### src/rtl/id_scoreboard_if.sv
// Decode/write-back bundle between decode and the register hazard scoreboard.
// master: decode side drives instruction/WB fields; slave: scoreboard drives stall/issue/status.
interface id_scoreboard_if;
  logic        id_valid;
  logic [4:0]  id_rs;
  logic        id_rs_used;
  logic [4:0]  id_rt;
  logic        id_rt_used;
  logic [4:0]  id_rd;
  logic        id_writes;
  logic        id_sp_update;
  logic        ex_ready;
  logic        flush;
  logic        wb_valid;
  logic [4:0]  wb_reg;
  logic        stall;
  logic        issue;
  logic [31:0] pending;
  logic [15:0] stall_count;
  logic        hazard_timeout;

  modport master (
    output id_valid, id_rs, id_rs_used, id_rt, id_rt_used,
    output id_rd, id_writes, id_sp_update, ex_ready, flush,
    output wb_valid, wb_reg,
    input  stall, issue, pending, stall_count, hazard_timeout
  );

  modport slave (
    input  id_valid, id_rs, id_rs_used, id_rt, id_rt_used,
    input  id_rd, id_writes, id_sp_update, ex_ready, flush,
    input  wb_valid, wb_reg,
    output stall, issue, pending, stall_count, hazard_timeout
  );
endinterface

### src/rtl/id_scoreboard.sv
// RAW/WAW register hazard scoreboard: stalls decode on pending regs, releases on WB.
// Ports: clk, rst (sync, high), sb (slave: decode fields, WB, stall/issue/status).
module id_scoreboard #(
  parameter int SP_REG    = 29,
  parameter int WB_BYPASS = 0,
  parameter int TIMEOUT   = 1023
) (
  input logic clk,
  input logic rst,
  id_scoreboard_if.slave sb
);

  localparam int RW = (TIMEOUT > 1023) ? $clog2(TIMEOUT + 1) : 10;
  localparam logic [RW-1:0] RUN_MAX = RW'(TIMEOUT);
  localparam logic [RW-1:0] RUN_SET = RW'(TIMEOUT - 1);

  logic [31:0]   pend_q;
  logic [31:0]   pend_d;
  logic [31:0]   rd_mask;
  logic [31:0]   wr_mask;
  logic [31:0]   wb_mask;
  logic [31:0]   busy;
  logic          hazard;
  logic          stall;
  logic          issue;
  logic [15:0]   cnt_q;
  logic [RW-1:0] run_q;
  logic          to_q;

  always_comb begin
    rd_mask = '0;
    wr_mask = '0;
    wb_mask = '0;
    if (sb.id_rs_used) rd_mask[sb.id_rs] = 1'b1;
    if (sb.id_rt_used) rd_mask[sb.id_rt] = 1'b1;
    if (sb.id_writes)  wr_mask[sb.id_rd] = 1'b1;
    if (sb.id_sp_update) begin
      rd_mask[SP_REG] = 1'b1;
      wr_mask[SP_REG] = 1'b1;
    end
    if (sb.wb_valid) wb_mask[sb.wb_reg] = 1'b1;
    // r0 is hardwired: never tracked, never a hazard
    rd_mask[0] = 1'b0;
    wr_mask[0] = 1'b0;
    // write-through lets a retiring reg unblock in its WB cycle
    busy   = (WB_BYPASS != 0) ? (pend_q & ~wb_mask) : pend_q;
    hazard = |((rd_mask | wr_mask) & busy);
    stall  = sb.id_valid & ~sb.flush & (hazard | ~sb.ex_ready);
    issue  = sb.id_valid & ~sb.flush & ~hazard & sb.ex_ready;
    // clear first, then set: a same-reg issue keeps the bit
    pend_d = pend_q & ~wb_mask;
    if (issue) pend_d = pend_d | wr_mask;
    pend_d[0] = 1'b0;
  end

  always_ff @(posedge clk) begin
    if (rst) begin
      pend_q <= '0;
      cnt_q  <= '0;
      run_q  <= '0;
      to_q   <= 1'b0;
    end else begin
      pend_q <= pend_d;
      if (stall && cnt_q != 16'hFFFF) cnt_q <= cnt_q + 16'd1;
      if (stall) begin
        if (run_q != RUN_MAX) run_q <= run_q + 1'b1;
        if (run_q == RUN_SET) to_q <= 1'b1;
      end else begin
        run_q <= '0;
      end
    end
  end

  assign sb.stall          = stall;
  assign sb.issue          = issue;
  assign sb.pending        = pend_q;
  assign sb.stall_count    = cnt_q;
  assign sb.hazard_timeout = to_q;

endmodule

### src/flat_wrapper.sv
// flat-port wrapper written by rule: the top's interface ports become plain ports
module id_scoreboard_flat 
#(
  parameter int SP_REG    = 29,
  parameter int WB_BYPASS = 0,
  parameter int TIMEOUT   = 1023
)
  (clk, rst, sb_id_valid, sb_id_rs, sb_id_rs_used, sb_id_rt, sb_id_rt_used, sb_id_rd, sb_id_writes, sb_id_sp_update, sb_ex_ready, sb_flush, sb_wb_valid, sb_wb_reg, sb_stall, sb_issue, sb_pending, sb_stall_count, sb_hazard_timeout);
  id_scoreboard_if sb_i ();
  input logic clk;
  input logic rst;
  input wire logic [$bits(sb_i.id_valid)-1:0] sb_id_valid;
  input wire logic [$bits(sb_i.id_rs)-1:0] sb_id_rs;
  input wire logic [$bits(sb_i.id_rs_used)-1:0] sb_id_rs_used;
  input wire logic [$bits(sb_i.id_rt)-1:0] sb_id_rt;
  input wire logic [$bits(sb_i.id_rt_used)-1:0] sb_id_rt_used;
  input wire logic [$bits(sb_i.id_rd)-1:0] sb_id_rd;
  input wire logic [$bits(sb_i.id_writes)-1:0] sb_id_writes;
  input wire logic [$bits(sb_i.id_sp_update)-1:0] sb_id_sp_update;
  input wire logic [$bits(sb_i.ex_ready)-1:0] sb_ex_ready;
  input wire logic [$bits(sb_i.flush)-1:0] sb_flush;
  input wire logic [$bits(sb_i.wb_valid)-1:0] sb_wb_valid;
  input wire logic [$bits(sb_i.wb_reg)-1:0] sb_wb_reg;
  output wire logic [$bits(sb_i.stall)-1:0] sb_stall;
  output wire logic [$bits(sb_i.issue)-1:0] sb_issue;
  output wire logic [$bits(sb_i.pending)-1:0] sb_pending;
  output wire logic [$bits(sb_i.stall_count)-1:0] sb_stall_count;
  output wire logic [$bits(sb_i.hazard_timeout)-1:0] sb_hazard_timeout;
  assign sb_i.id_valid = sb_id_valid;
  assign sb_i.id_rs = sb_id_rs;
  assign sb_i.id_rs_used = sb_id_rs_used;
  assign sb_i.id_rt = sb_id_rt;
  assign sb_i.id_rt_used = sb_id_rt_used;
  assign sb_i.id_rd = sb_id_rd;
  assign sb_i.id_writes = sb_id_writes;
  assign sb_i.id_sp_update = sb_id_sp_update;
  assign sb_i.ex_ready = sb_ex_ready;
  assign sb_i.flush = sb_flush;
  assign sb_i.wb_valid = sb_wb_valid;
  assign sb_i.wb_reg = sb_wb_reg;
  assign sb_stall = sb_i.stall;
  assign sb_issue = sb_i.issue;
  assign sb_pending = sb_i.pending;
  assign sb_stall_count = sb_i.stall_count;
  assign sb_hazard_timeout = sb_i.hazard_timeout;
  id_scoreboard #(.SP_REG(SP_REG), .WB_BYPASS(WB_BYPASS), .TIMEOUT(TIMEOUT)) u_core (.clk(clk), .rst(rst), .sb(sb_i));
endmodule
### config.mk
export PLATFORM = sky130hd
export DESIGN_NAME = id_scoreboard_flat
export DESIGN_NICKNAME = d
export VERILOG_FILES = /design/src/rtl/id_scoreboard_if.sv /design/src/rtl/id_scoreboard.sv /design/src/flat_wrapper.sv
export SDC_FILE = /design/constraint.sdc
export NUM_CORES = 1
export LEC_CHECK = 0
export ABC_CLOCK_PERIOD_IN_PS = 3700
export BUFFER_PORTS_ARGS = -buffer_cell sky130_fd_sc_hd__buf_2
export CAP_MARGIN = 20
export CORE_UTILIZATION = 50
export CTS_CLUSTER_DIAMETER = 200
export DETAILED_ROUTE_END_ITERATION = 6
export PLACE_DENSITY_LB_ADDON = 0.12
export SYNTH_ARGS = -nofsm -noshare
export SYNTH_HDL_FRONTEND = slang
export SYNTH_SLANG_ARGS = --single-unit
export TNS_END_PERCENT = 5
### constraint.sdc
create_clock -name clk -period 3.7 [get_ports clk]
set_input_delay 0.37 -clock clk [delete_from_list [all_inputs] [get_ports clk]]
set_output_delay 0.37 -clock clk [all_outputs]
set_load 0.005 [all_outputs]
# After elaboration in Yosys (flattened, before gate mapping)
# Index checks and enable logic that the tools add are counted.
# classes
muxes	15
n_lt_le_gt_ge	8
n_reduce_logical	8
n_addsub	2
bitwise_logic	15
eq_ne	3
# ops
operator	n
2-to-1 mux 32 bit	5
OR 32 bit	3
bitwise AND 32 bit	2
inverter 32 bit	1
OR reduction 32 bit	1
less-than comparator 5 x 6 -> 1 bit (second input constant)	4
demux 1 bit (select 5 bit)	4
>= comparator 5 x 1 -> 1 bit (second input constant)	4
adder 16 x 1 -> 16 bit (second input constant)	1
inequality test 16 bit (second input constant)	1
adder 10 x 1 -> 10 bit (second input constant)	1
equality test 10 bit (second input constant)	1
inequality test 10 bit (second input constant)	1
2-to-1 mux 1 bit	6
logical AND 1 bit	5
bitwise AND 1 bit	4
inverter 1 bit	4
AND reduction 2 bit	1
OR reduction 2 bit	1
OR 1 bit	1
# totals
ff_bits	59
output_inout_bits	51
in_bits	30

# Logic depth before layout (Yosys ltp)
# Gate-level depths: netlist of the first run.
# depth
ltp_word	15
depth_mapped	12
ltp_nobuf	8

# Worst setup path before layout of the first run
# OpenSTA, ideal clock, no wires.
# synth_path
path_type	input-to-output
start	input port sb_id_rd[0]
end	output port sb_issue
t_arrival_ns	2.089
path_stages	12
path_slack_ns	1.241
cell_sequence	buf_2 -> or2_1 -> buf_2 -> o32ai_1 -> o21ai_0 -> nand4_1 -> or4_1 -> nor2_1 -> buf_6 -> nand2_4 -> buf_6 -> inv_1
# synth_via
elab_chain_cells	12
word_cells_on_any_way	13
# synth_lines
element	line_no	text
from (decl)	flat_wrapper.sv:17	input wire logic [$bits(sb_i.id_rd)-1:0] sb_id_rd;
less-than comparator 5 x 6 -> 1 bit (implied by the code) or >= comparator 5 x 1 -> 1 bit (tied branches)	id_scoreboard.sv:36	if (sb.id_writes) wr_mask[sb.id_rd] = 1'b1;
logical AND 1 bit (implied by the code)	id_scoreboard.sv:36	
2-to-1 mux 1 bit (implied by the code)	id_scoreboard.sv:36	
demux 1 bit (select 5 bit) (*)	n/a	
2-to-1 mux 32 bit (*)	id_scoreboard.sv:36	
2-to-1 mux 1 bit	id_scoreboard.sv:37	if (sb.id_sp_update) begin
OR 32 bit (*)	id_scoreboard.sv:47	hazard = |((rd_mask | wr_mask) & busy);
bitwise AND 32 bit (*)	id_scoreboard.sv:47	
OR reduction 32 bit (*)	id_scoreboard.sv:47	
inverter 1 bit (*)	id_scoreboard.sv:49	issue = sb.id_valid & ~sb.flush & ~hazard & sb.ex_ready;
bitwise AND 1 bit (*) (2 in a row)	id_scoreboard.sv:49	
to (decl)	flat_wrapper.sv:25	output wire logic [$bits(sb_i.issue)-1:0] sb_issue;
# Mark *: on every way between the ends. The rest lies on a longest branch, timed or not.

# Final worst setup path of the first run
# Ends and elaborated chain as after synthesis.

==> metrics.md, run 1 <==
| Metric | Value |
|---|---|
| Status | completed |
| # diodes | 0 |
| CTS Buf Count | 9 |
| Die X | ~87 um |
| Crit Path Max Fanout | 14 |
| Boundary pin count | approximately 80 |
| Core footprint | about 6900 um^2 |
| Sw Ratio | 0.262 |
| Reg area | between 1000 and 1500 um^2 |
| Primary FF master, synth | dfxtp_1 |
| Total power | around 0.0014 W |
| Die area | around 7600 um^2 |
| Total Wirelength | 12800 um |
| Syn nets | 491 |
| Hold Path Depth | 3 |
| Worst reg2reg startpoint | u_core.sb.stall_count[5] |
| Sequential group share of total power | 0.434 |
| Worst hold endpoint | u_core.sb.pending[29] |
| Worst slew pin tran | between 0.5 and 0.6 ns |
| Netlist cell types | 49 |
| Resized Gates After CTS | 0 |
| Reg2Reg Depth | 8 |
| Worst endpoint required time | roughly 3.3 ns |
| Placed instance count | 609 |
| Setup TNS | 0 ns |
| First-pass GRT wire length | between 15000 and 20000 um |
| Critical Path End Type | primary output |
| Share of post-route cells with drive strength above 1 | 0.219 |
| Post-DP HPWL | 9370 um |
| Post-CTS Setup Inserts | 0 |
| H-tree depth | 3 |
| DR DRC count | 0 |
| Most frequent cells in the layout | buf_2 (79), o21ai_0 (59), dfxtp_1 (58) |
| Placement Cell Area | between 4000 and 5000 um^2 |
| Footprint of the multi-input gates | between 2000 and 2500 um^2 |
| Starting Density | 0.526 |
| Pleak | 1.54 nW |
| Final Core Density | 0.613 |
| Design Area, Final | roughly 4200 um^2 |
| Fill cells | ~650 |
| Synthesis-to-finish area growth | 16.4% |
| Total Routing Usage GR | 0.344 |
| Total gr overflow | 0 |
| CTS hold repair buffers | 0 |
| RSZ-0062 raised after global routing | no |
| DRT iter0 DRCs | 545 |
| Max Cap Viol | 0 |
| Internal power | between 0.001 and 0.0015 W |
| Period minus WS final | 3.11 ns |
| Power per cell area | between 300 and 400 nW/um^2 |
| Flops & latches, synth | slightly below 60 |
| Vias in the first global route | roughly 3800 |
| Reg-to-reg endpoint | u_core.sb.stall_count[12] |
| # port buffers | just under 80 |
| Drt wl/cell | approximately 20 um |
| Netlist Area Pre-Place | between 3000 and 4000 um^2 |
| Register area share after synthesis | 0.319 |
| Startpoint Class | input pin |
| Logic pwr share | 0.109 |
| Crit path buffers/inverters | 4 |
| Most common cell after layout, fill and taps aside | buf_2 |
| Clock slew seen by the registers of the worst setup and hold paths | about 0.07 ns |
| Max Clock Skew | 0.0126 ns |
| Clk_lat worst skew | 0.35 ns |
| Final Setup Violations | 0 |
| Antenna-violating nets left | 0 |
| Arrival @ worst endpoint | around 2.7 ns |
| Period Utilization, post-route | 0.840 |
| Largest net degree at the start of global routing | 40 |
| Max VDD drop | 0.000198 V |
| Crit path depth | 11 |
| Die height | roughly 87 um |
| First-pass iteration count of the detailed router | 5 |
| Sw power | about 0.00038 W |
| Avg Inst Size Synth | 7.94 um^2 |
| CP Class | input pin to primary output |
| Vias/cell | about 6.8 |
| Ys async rst share | 0 |
| R2r setup slk | between 1 and 1.5 ns |
| Clk pwr share | 0.457 |
| Post-Syn Instances | roughly 460 |
| Clock Path Buffers | 2 |
| TritonCTS clock tree | done |
| Max Clock Freq | 322 MHz |
| Root buffer cell | clkbuf_8 |
| Critical Path Most Common Cell | buf_2 |
| Clk sinks | 58 |
| Ys Warns | 0 |
| Min-Delay Path Class | input pin to register |
| Slew Viols, Final | 0 |
| Slowest-stage cell, CP | or4_1 |
| Row Count | 30 |
| Relative slew slack | 0.616 |
| Initial antenna violation count | 0 |
| Cell Chain, Critical Path | buf_2 > nand4b_1 > o22ai_1 > o21ai_0 > nand4_1 > or4_1 > nor2_2 > buf_4 > nand2_4 > inv_1 > buf_2 |
| GPL Wtd Cong | roughly 1.0 |
| Fin cells | 625 |
| Hold path startpoint | sb_id_sp_update |
| EDFF count, synth | 0 |
| Delay-heaviest family, CP | simple AND/OR/NAND/NOR gates |
| Via count | 4264 |
| Final net count | between 500 and 600 |
| Final Hold Viols | 0 |
| Delay of the slowest critical-path stage | about 0.56 ns |
[cells in the mapped netlist (2+ instances only)]
cell type      instances  area [um^2]
nor2b_1                3         18.8
o211ai_1               3         22.5
dfxtp_1               58         1160
nand3b_1               8         60.1
or3b_2                 5         43.8
o211a_1                3         30.0
nand2b_1              16          100
inv_1                  6         22.5
or4b_1                 2         20.0
nand4b_1              10         87.6
and4_1                 2         17.5
o311ai_0               2         17.5
o32ai_1               18          158
dlygate4sd1_1          2         17.5
xor2_1                 4         35.0
or3_1                 11         68.8
nand4bb_1              6         67.6
nand3_1               20          100
xnor2_1                2         17.5
nor3_1                 9         45.0
nand4_1               19          119
nand2_1               15         56.3
buf_6                  2         22.5
o31ai_1                9         67.6
buf_4                  9         67.6
or4_1                  9         67.6
o22ai_1               35          219
o21ai_0               59          295
mux2_2                 2         22.5
o41ai_1                2         17.5
nor4_1                 8         50.1
ha_1                   3         37.5
o21ai_1                4         20.0
nor2_1                38          143
buf_2                  9         45.0
and3_1                 4         25.0
or2_2                  5         31.3
a21oi_1               19         95.1
clkbuf_1               7         26.3
[how the worst max path moves through the flow]
| stage | from | to | slack (ns) |
|---|---|---|---|
| after floorplan | sb_id_rd[0] | sb_issue | 1.24 |
| after global placement | sb_id_rd[0] | u_core.sb.hazard_timeout | 0.68 |
| after detailed placement | sb_id_rd[0] | u_core.sb.hazard_timeout | 0.59 |
| after CTS | sb_id_rd[0] | sb_issue | 0.68 |
| after global routing | sb_id_rd[0] | sb_issue | 0.42 |
| final | sb_id_rd[0] | sb_issue | 0.59 |
[worst register-to-register path, cell delays in order (launching register included)]
cell and delay (ns):
dfxtp_1 0.44, and4_1 0.26, and3_1 0.19, nand3_1 0.11
nor2_1 0.22, nand4_1 0.19, nand2_1 0.45, nor3_1 0.12
mux2_2 0.29
[metal layers]
| metal | part of all wire | track usage | routed length (um) | vias up |
|---|---|---|---|---|
| li1 | - | - | - | 1925 |
| met1 | 0.40 | 0.433 | 5090 | 1985 |
| met2 | 0.46 | 0.533 | 5850 | 286 |
| met3 | 0.090 | 0.0720 | 1160 | 68 |
| met4 | 0.057 | 0.221 | 737 | 0 |
| met5 | 0 | 0 | 0 | - |
[kinds of logic (layout without fill, tap and decap cells)]
logic type / count (synthesis) / in the layout / share of synthesized area
DFF: 58 / 58 / 0.319
adders and majority gates: 3 / 3 / 0.0103
buffers and inverters: 35 / 106 / 0.0554
muxes: 2 / 2 / 0.00619
xor gates and xnor gates: 6 / 6 / 0.0145
and+or+nand+nor: 194 / 194 / 0.318
other: 1 / 1 / 0.00103
AOI/OAI and AO/OA: 159 / 159 / 0.275
[area by class of cell]
cell class / count / share of cell area
clock inverter: 5 / 0.0183
timing repair buffer: 84 / 0.102
clock buffer: 11 / 0.0334
sequential: 58 / 0.274
multi-input combinational: 365 / 0.538
tap: 96 / 0.0284
inverter: 6 / 0.00532
[power by group through the flow]
stage	clock network [W]	logic, W	registers, W
after floorplan	0	0.0000998	0.000643
after global placement	0	0.000152	0.000643
after detailed placement	0	0.000152	0.000643
after CTS	0.000667	0.000152	0.000629
after global routing	0.000691	0.000170	0.000629
final	0.000661	0.000158	0.000629
[stage by stage]
step	hold WS, ns	setup WS, ns
5_1_grt	0.414	0.418
2_1_floorplan	0.466	1.24
3_5_place_dp	0.468	0.594
4_1_cts	0.392	0.680
6_report	0.400	0.591
3_3_place_gp	0.457	0.681
[state kept, by name, summed over array words and instances, names as in the netlist]
name	count
u_core.sb.stall_count	16
u_core.sb.hazard_timeout	1
u_core.run_q	10
u_core.sb.pending	31
No activity file was read; power rests on OpenSTA's default activity.
==> run 2, diff against run 1 <==
Settings changed: ABC_AREA from default to 1, ABC_CLOCK_PERIOD_IN_PS 3700 to 3100.
Clock period 3.7 ns to 3.1 ns, I/O delays scaled along.
==> run 2 against run 1 <==
Count of clock-buffer cells in the layout fell by 2. Clock power rose by 43%. Non-clock buffer count fell by 1. Critical path depth rose by 2. Sequential share of layout area fell by 2.3 points. Highest routed layer unchanged. Clock skew fell by 0.0049 ns. Design area rose by 9.1%. Hold slack got worse by 0.14 ns.
==> metrics.md, run 2 <==
| Metric | Value |
|---|---|
| Sequential group share of total power | 0.402 (-0.032) |
| Total gr overflow | 0 (unchanged) |
| EDFF count, synth | 0 (unchanged) |
| Hold Path Depth | 4 (+1) |
| Ys async rst share | 0 (unchanged) |
| # diodes | 0 (unchanged) |
| Yosys top cell area share | 0.298 (-0.0213) |
| Fin cells | 822 (+32%) |
| Worst slew pin tran | 0.806 ns (+0.230 ns) |
| CP Class | input pin to primary output |
| Post-DP HPWL | 8480 um (-9.4%) |
| Most common cell after layout, fill and taps aside | nand2_1 |
| H-tree depth | 3 (unchanged) |
| DR DRC count | 0 (unchanged) |
| Clk sinks | 58 (unchanged) |
| Count leader, synth | nand2_1 |
| First-pass iteration count of the detailed router | 5 (unchanged) |
| Ys Warns | 0 (unchanged) |
| Via count | 4606 (+8.0%) |
| Antenna-violating nets left | 0 (unchanged) |
| Worst endpoint required time | 2.79 ns (-0.54 ns) |
| Internal power | 0.00141 W (+32%) |
| Flops & latches, synth | 58 (unchanged) |
| Row Count | 31 (+3.3%) |
| Drt wl/cell | 14.2 um (-31%) |
| Logic pwr share | 0.094 (-0.015) |
| Worst reg2reg startpoint | u_core.sb.stall_count[1] |
| Max Used Layer | met4 |
| Period minus WS final | roughly 2.8 ns |
| Die height | 90.3 um (+3.4%) |
| Share of post-route cells with drive strength above 1 | 0.158 (-0.0616) |
| Worst hold endpoint | u_core.sb.stall_count[0] |
| RSZ-0062 raised after global routing | no |
| DRT met1 WL | 4850 um (-4.7%) |
| Min-Delay Path Class | input pin to register |
| Relative slew slack | 0.460 (-0.155) |
| Sw Ratio | 0.247 (-0.0157) |
| Final Core Density | 0.623 (+0.0104) |
| Hold path startpoint | rst |
| Largest register FFs | 31 (unchanged) |
| Placed instance count | 806 (+32%) |
| Max Cap Viol | 0 (unchanged) |
| Slew Viols, Final | 0 (unchanged) |
| Post-CTS Setup Inserts | 0 (unchanged) |
| Clk_lat worst skew | 0.35 ns (about the same) |
| Setup TNS | 0 ns (unchanged) |
| R2r setup slk | 0.81 ns (-0.51 ns) |
| Vias in the first global route | 4227 (+12%) |
| Post-synth top cells | nand2_1 (198), inv_1 (73), nor2_1 (60) |
| Die area | 8150 um^2 (+7.0%) |
| Netlist cell types | 27 (-45%) |
| Pleak | 2.38 nW (+54%) |
| Starting Density | 0.526 (about the same) |
| Resized Gates After CTS | 0 (unchanged) |
| Final Hold Viols | 0 (unchanged) |
| Syn nets | 677 (+38%) |
| Clk pwr share | 0.504 (+0.047) |
| Synthesis-to-finish area growth | 18.5% |
| Clock Path Buffers | 2 (unchanged) |
| Largest net degree at the start of global routing | 47 (+18%) |
| Initial antenna violation count | 0 (unchanged) |
| GPL Wtd Cong | 0.967 (-3.0%) |
| CTS Buf Count | 9 (unchanged) |
| Primary FF master, synth | dfxtp_1 |
| Netlist Area Pre-Place | 3900 um^2 (+7.2%) |
| Reg2Reg Depth | 9 (+1) |
| Boundary pin count | 81 (unchanged) |
| Total Routing Usage GR | 0.294 (-0.0503) |
| Die X | 90.3 um (+3.4%) |
| Crit Path Max Fanout | 32 (+18) |
| Max Clock Freq | 362 MHz |
| DRT iter0 DRCs | 468 (-14%) |
| Max VDD drop | 0.000260 V (+31%) |
| Vias/cell | 5.60 (-18%) |
| Power per cell area | 405 nW/um^2 (+18%) |
| Final net count | 751 (+35%) |
| Sw power | 0.000461 W (+21%) |
| Yosys top cell by area | dfxtp_1 |
| Startpoint Class | input pin |
| Max Clock Skew | 0.00774 ns (-0.00488 ns) |
| Status | completed |
| Total Wirelength | 11700 um (-8.8%) |
| Critical Path End Type | primary output |
| Fill cells | 734 (+13%) |
| Synth top area cells | dfxtp_1 (30%), nand2_1 (19%), nand4_1 (8.0%) |
| Clock slew seen by the registers of the worst setup and hold paths | 0.07 ns (about the same) |
| Avg Inst Size Synth | 6.05 um^2 (-24%) |
| Period Utilization, post-route | 0.892 |
| TritonCTS clock tree | done |
| Worst Hold Margin | 0.259 ns (-0.141 ns) |
| CTS hold repair buffers | 0 (unchanged) |
| Final Setup Violations | 0 (unchanged) |
| First-pass GRT wire length | 19400 um (-0.70%) |
| Most frequent cells in the layout | nand2_1 (198), buf_2 (79), inv_1 (73) |
| Routed wl met3 | 1050 um (-9.3%) |
| Core footprint | 7410 um^2 (+7.3%) |
| Root buffer cell | clkbuf_8 |
| Met2 wire length | 5420 um (-7.3%) |
| Post-Syn Instances | 644 (+41%) |
| Register area share after synthesis | 0.298 (-0.0213) |
| Reg-to-reg endpoint | u_core.sb.stall_count[6] |
| # port buffers | 79 (unchanged) |
| Arrival @ worst endpoint | 2.46 ns (-0.28 ns) |
[run 2: kinds of logic after synthesis]
| group | after synthesis | share of synthesized area |
|---|---|---|
| AOI/OAI and AO/OA | 84 | 0.108 |
| xor gates and xnor gates | 20 | 0.0450 |
| adders and majority gates | 3 | 0.00963 |
| buffers and inverters | 94 | 0.0963 |
| DFF | 58 | 0.298 |
| other | 1 | 0.000962 |
| and+or+nand+nor | 384 | 0.442 |
[run 2: worst max-delay path: stages]
cell     delay (ns)
buf_2          0.11
inv_1          0.08
nor2_1         0.17
nand2_1        0.10
nand3_1        0.08
nand2_1        0.06
nand2_1        0.05
nor2_1         0.18
nand2_1        0.13
nor2_4         0.57
nand2_4        0.27
nor3_1         0.19
buf_2          0.14
[run 2: worst max-delay path by stage]
stage | start | end | slack (ns) | cells past startpoint
3_3_place_gp | sb_id_rs[1] | sb_issue | 0.40 | 13
3_5_place_dp | sb_id_rs[1] | sb_issue | 0.36 | 13
5_1_grt | sb_id_rt[1] | sb_issue | 0.11 | 14
4_1_cts | sb_id_rs[1] | sb_issue | 0.36 | 13
6_report | sb_id_rs[1] | sb_issue | 0.33 | 13
2_1_floorplan | u_core.sb.stall_count[0] | u_core.sb.stall_count[10] | 1.30 | 9
[run 2: through the flow]
stage,worst slack (ns),cell area [um^2],power (W)
3_5_place_dp,0.365,4350,0.000939
6_report,0.335,4620,0.00187
4_1_cts,0.359,4620,0.00187
3_3_place_gp,0.402,4350,0.000934
2_1_floorplan,1.30,3900,0.000872
5_1_grt,0.107,4620,0.00193
[run 2: power by group through the flow]
stage	logic, W	clock network, W	registers, W
after global placement	0.000166	0	0.000768
final	0.000175	0.000943	0.000751
after floorplan	0.000104	0	0.000768
after CTS	0.000171	0.000952	0.000751
after detailed placement	0.000171	0	0.000768
after global routing	0.000194	0.000988	0.000751
[run 2: metal layers]
layer  up-vias  GRT usage
li1       2262          -
met3        35     0.0707
met2       222      0.480
met5         -          0
met1      2087      0.369
met4         0      0.122
[run 2: final cells by class]
type | instances | area, um^2 | area share
clock buffers | 9 | 124 | 0.0268
clock inverters | 7 | 141 | 0.0306
inverters | 74 | 278 | 0.0602
multi-input cells | 492 | 2360 | 0.512
flip-flops and latches | 58 | 1160 | 0.252
well taps | 99 | 124 | 0.0268
repair buffers | 83 | 425 | 0.0922
==> run 3, diff against run 2 <==
Settings changed: CORE_UTILIZATION 50 to 37.
==> run 3 against run 2 <==
Count of clock-buffer cells in the layout grew 2. Maximum frequency shrank 3.8%. Utilization shrank 17 points. Sequential share of layout area grew 0.055 points. Largest cell class unchanged. Power shrank 8.0%. Clock skew grew 0.0032 ns.
==> metrics.md, run 3 (synthesis results as in run 2) <==
| Metric | Value |
|---|---|
| Status | completed |
| CP Class | input pin to primary output |
| Internal power | 0.00126 W (-10%) |
| Starting Density | 0.379 (-0.147) |
| Slew Viols, Final | 0 (unchanged) |
| Total gr overflow | 0 (unchanged) |
| Most common cell after layout, fill and taps aside | nand2_1 |
| Dpl ws | 0.286 ns (-0.0786 ns) |
| GPL Wtd Cong | 0.932 (-3.7%) |
| Hold path startpoint | sb_id_sp_update |
| Max Cap Viol | 0 (unchanged) |
| # port buffers | 79 (unchanged) |
| Pleak | 2.35 nW (-1.2%) |
| Delay of the slowest critical-path stage | 0.62 ns (+0.05 ns) |
| Die X | 105 um (+16%) |
| Startpoint Class | input pin |
| Final Setup Violations | 0 (unchanged) |
| DR DRC count | 0 (unchanged) |
| Worst slew pin tran | 0.794 ns (-0.0123 ns) |
| Fin cells | 857 (+4.3%) |
| Critical Path Most Common Cell | nand2_1 |
| # diodes | 0 (unchanged) |
| DRT iter0 DRCs | 305 (-35%) |
| Worst endpoint required time | 2.79 ns (about the same) |
| Final net count | 749 (-0.27%) |
| Footprint of the multi-input gates | 2370 um^2 (+0.21%) |
| Min-Delay Path Class | input pin to register |
| Row Count | 37 (+19%) |
| H-tree depth | 3 (unchanged) |
| Crit path buffers/inverters | 3 (unchanged) |
| Die height | 105 um (+16%) |
| Reg area | 1160 um^2 (unchanged) |
| Period Utilization, post-route | 0.927 (+0.0350) |
| Sequential group share of total power | 0.437 (+0.035) |
| Critical Path End Type | primary output |
| Resized Gates After CTS | 0 (unchanged) |
| Final WS setup | 0.226 ns (-0.108 ns) |
| Share of post-route cells with drive strength above 1 | 0.154 (-0.00372) |
| Post-DP HPWL | 9280 um (+9.4%) |
| Clock Path Buffers | 2 (unchanged) |
| Final Core Density | 0.448 (-0.175) |
| Clock slew seen by the registers of the worst setup and hold paths | 0.06 ns (about the same) |
| Relative slew slack | 0.469 (+0.00823) |
| Largest register FFs | 31 (unchanged) |
| Worst reg2reg startpoint | u_core.sb.stall_count[0] |
| Total Wirelength | 12700 um (+8.4%) |
| Die area | 10900 um^2 (+34%) |
| Most frequent cells in the layout | nand2_1 (198), buf_2 (79), inv_1 (73) |
| Setup TNS | 0 ns (unchanged) |
| Final Hold Viols | 0 (unchanged) |
| CP Launch Point | sb_id_rd[0] |
| Core footprint | 10300 um^2 (+39%) |
| Power per cell area | 373 nW/um^2 (-7.8%) |
| Placed instance count | 841 (+4.3%) |
| Max VDD drop | 0.000142 V (-45%) |
| CTS hold repair buffers | 0 (unchanged) |
| Period minus WS final | 2.87 ns (+0.108 ns) |
| Boundary pin count | 81 (unchanged) |
| CTS Buf Count | 9 (unchanged) |
| Clk pwr share | 0.459 (-0.045) |
| Vias in the first global route | 4180 (-1.1%) |
| Clk sinks | 58 (unchanged) |
| Sw Ratio | 0.264 (+0.0177) |
| First-pass GRT wire length | 20400 um (+4.8%) |
| Slowest-stage cell, CP | nor2_4 |
| Initial antenna violation count | 0 (unchanged) |
| Largest net degree at the start of global routing | 48 (+2.1%) |
| Drt wl/cell | 14.8 um (+4.0%) |
| Root buffer cell | clkbuf_8 |
| Synthesis-to-finish area growth | 18.2% |
| TritonCTS clock tree | done |
| Post-CTS Setup Inserts | 0 (unchanged) |
| Arrival @ worst endpoint | 2.56 ns (+0.10 ns) |
| First-pass iteration count of the detailed router | 5 (unchanged) |
| Max Clock Freq | 348 MHz (-3.8%) |
| Cell Chain, Critical Path | buf_2 > nand3_1 > inv_1 > nand2_1 > nand3_1 > nand2_1 > nand2_1 > nor2_1 > nand2_1 > nor2_4 > nand2_4 > nor3_1 > buf_2 |
| Delay-heaviest family, CP | simple AND/OR/NAND/NOR gates |
| Fill cells | 1178 (+60%) |
| RSZ-0062 raised after global routing | no |
| Antenna-violating nets left | 0 (unchanged) |
| Total Routing Usage GR | 0.236 (-0.0581) |
| Sw power | 0.000454 W (-1.4%) |
| Via count | 4529 (-1.7%) |
| Vias/cell | 5.28 (-5.7%) |
| Max Clock Skew | 0.0110 ns (+0.00321 ns) |
| Clk_lat worst skew | 0.34 ns (about the same) |
| Crit Path Max Fanout | 32 (unchanged) |
| Logic pwr share | 0.104 (+0.010) |
run 3: cell types whose count changed in the layout (fill, tap and decap cells not counted):
| cell | delta |
|---|---|
| clkinv_2 | +1 |
| clkbuf_1 | +1 |
| buf_4 | -2 |
| clkbuf_8 | +1 |
| nor2_4 | +1 |
| nor2_2 | -1 |
| clkinv_4 | -1 |
| bufinv_16 | -2 |
run 3: worst paths after layout:
kind,endpoint,slack (ns),depth (start not counted)
setup / recovery,sb_issue,0.23,13
setup reg to reg,u_core.sb.stall_count[0],0.82,10
hold reg to reg,u_core.sb.hazard_timeout,0.45,2
hold / removal,u_core.sb.pending[29],0.39,5
run 3: worst register-to-register path, cell delays in order, from the launching register on:
cell	delay, ns
dfxtp_1	0.38
ha_1	0.22
nand3_1	0.13
inv_1	0.10
nand4_1	0.15
nor3_2	0.23
nand4_2	0.39
nand3_4	0.37
nand2_1	0.09
nand2_1	0.07
nor2_1	0.04
run 3: final cells by class:
type                       instances  area share
tap                              136      0.0369
inverter                          74      0.0603
multi-input combinational        492       0.514
clock buffer                      11      0.0307
timing repair buffer              81      0.0891
sequential                        58       0.252
clock inverter                     5      0.0168
run 3: metrics by stage:
stage	hold WS, ns	cell area, um^2	total power [W]
floorplan	0.447	3900	0.000872
global placement	0.437	4390	0.000942
detailed placement	0.441	4390	0.000944
CTS	0.379	4610	0.00174
global route	0.437	4610	0.00180
finish	0.389	4610	0.00172
run 3: power by group through the flow:
stage	logic, W	registers (W)	clock network (W)
floorplan	0.000104	0.000768	0
global placement	0.000174	0.000768	0
detailed placement	0.000176	0.000768	0
CTS	0.000177	0.000751	0.000811
global route	0.000198	0.000751	0.000849
finish	0.000180	0.000751	0.000789
run 3: routing by layer:
metal,routed length (um),share of wire,up-vias,track usage
met5,0,0,-,0
met4,416,0.033,0,0.122
met3,947,0.075,24,0.0393
met2,5800,0.46,148,0.375
met1,5520,0.44,2093,0.306
li1,-,-,2264,-
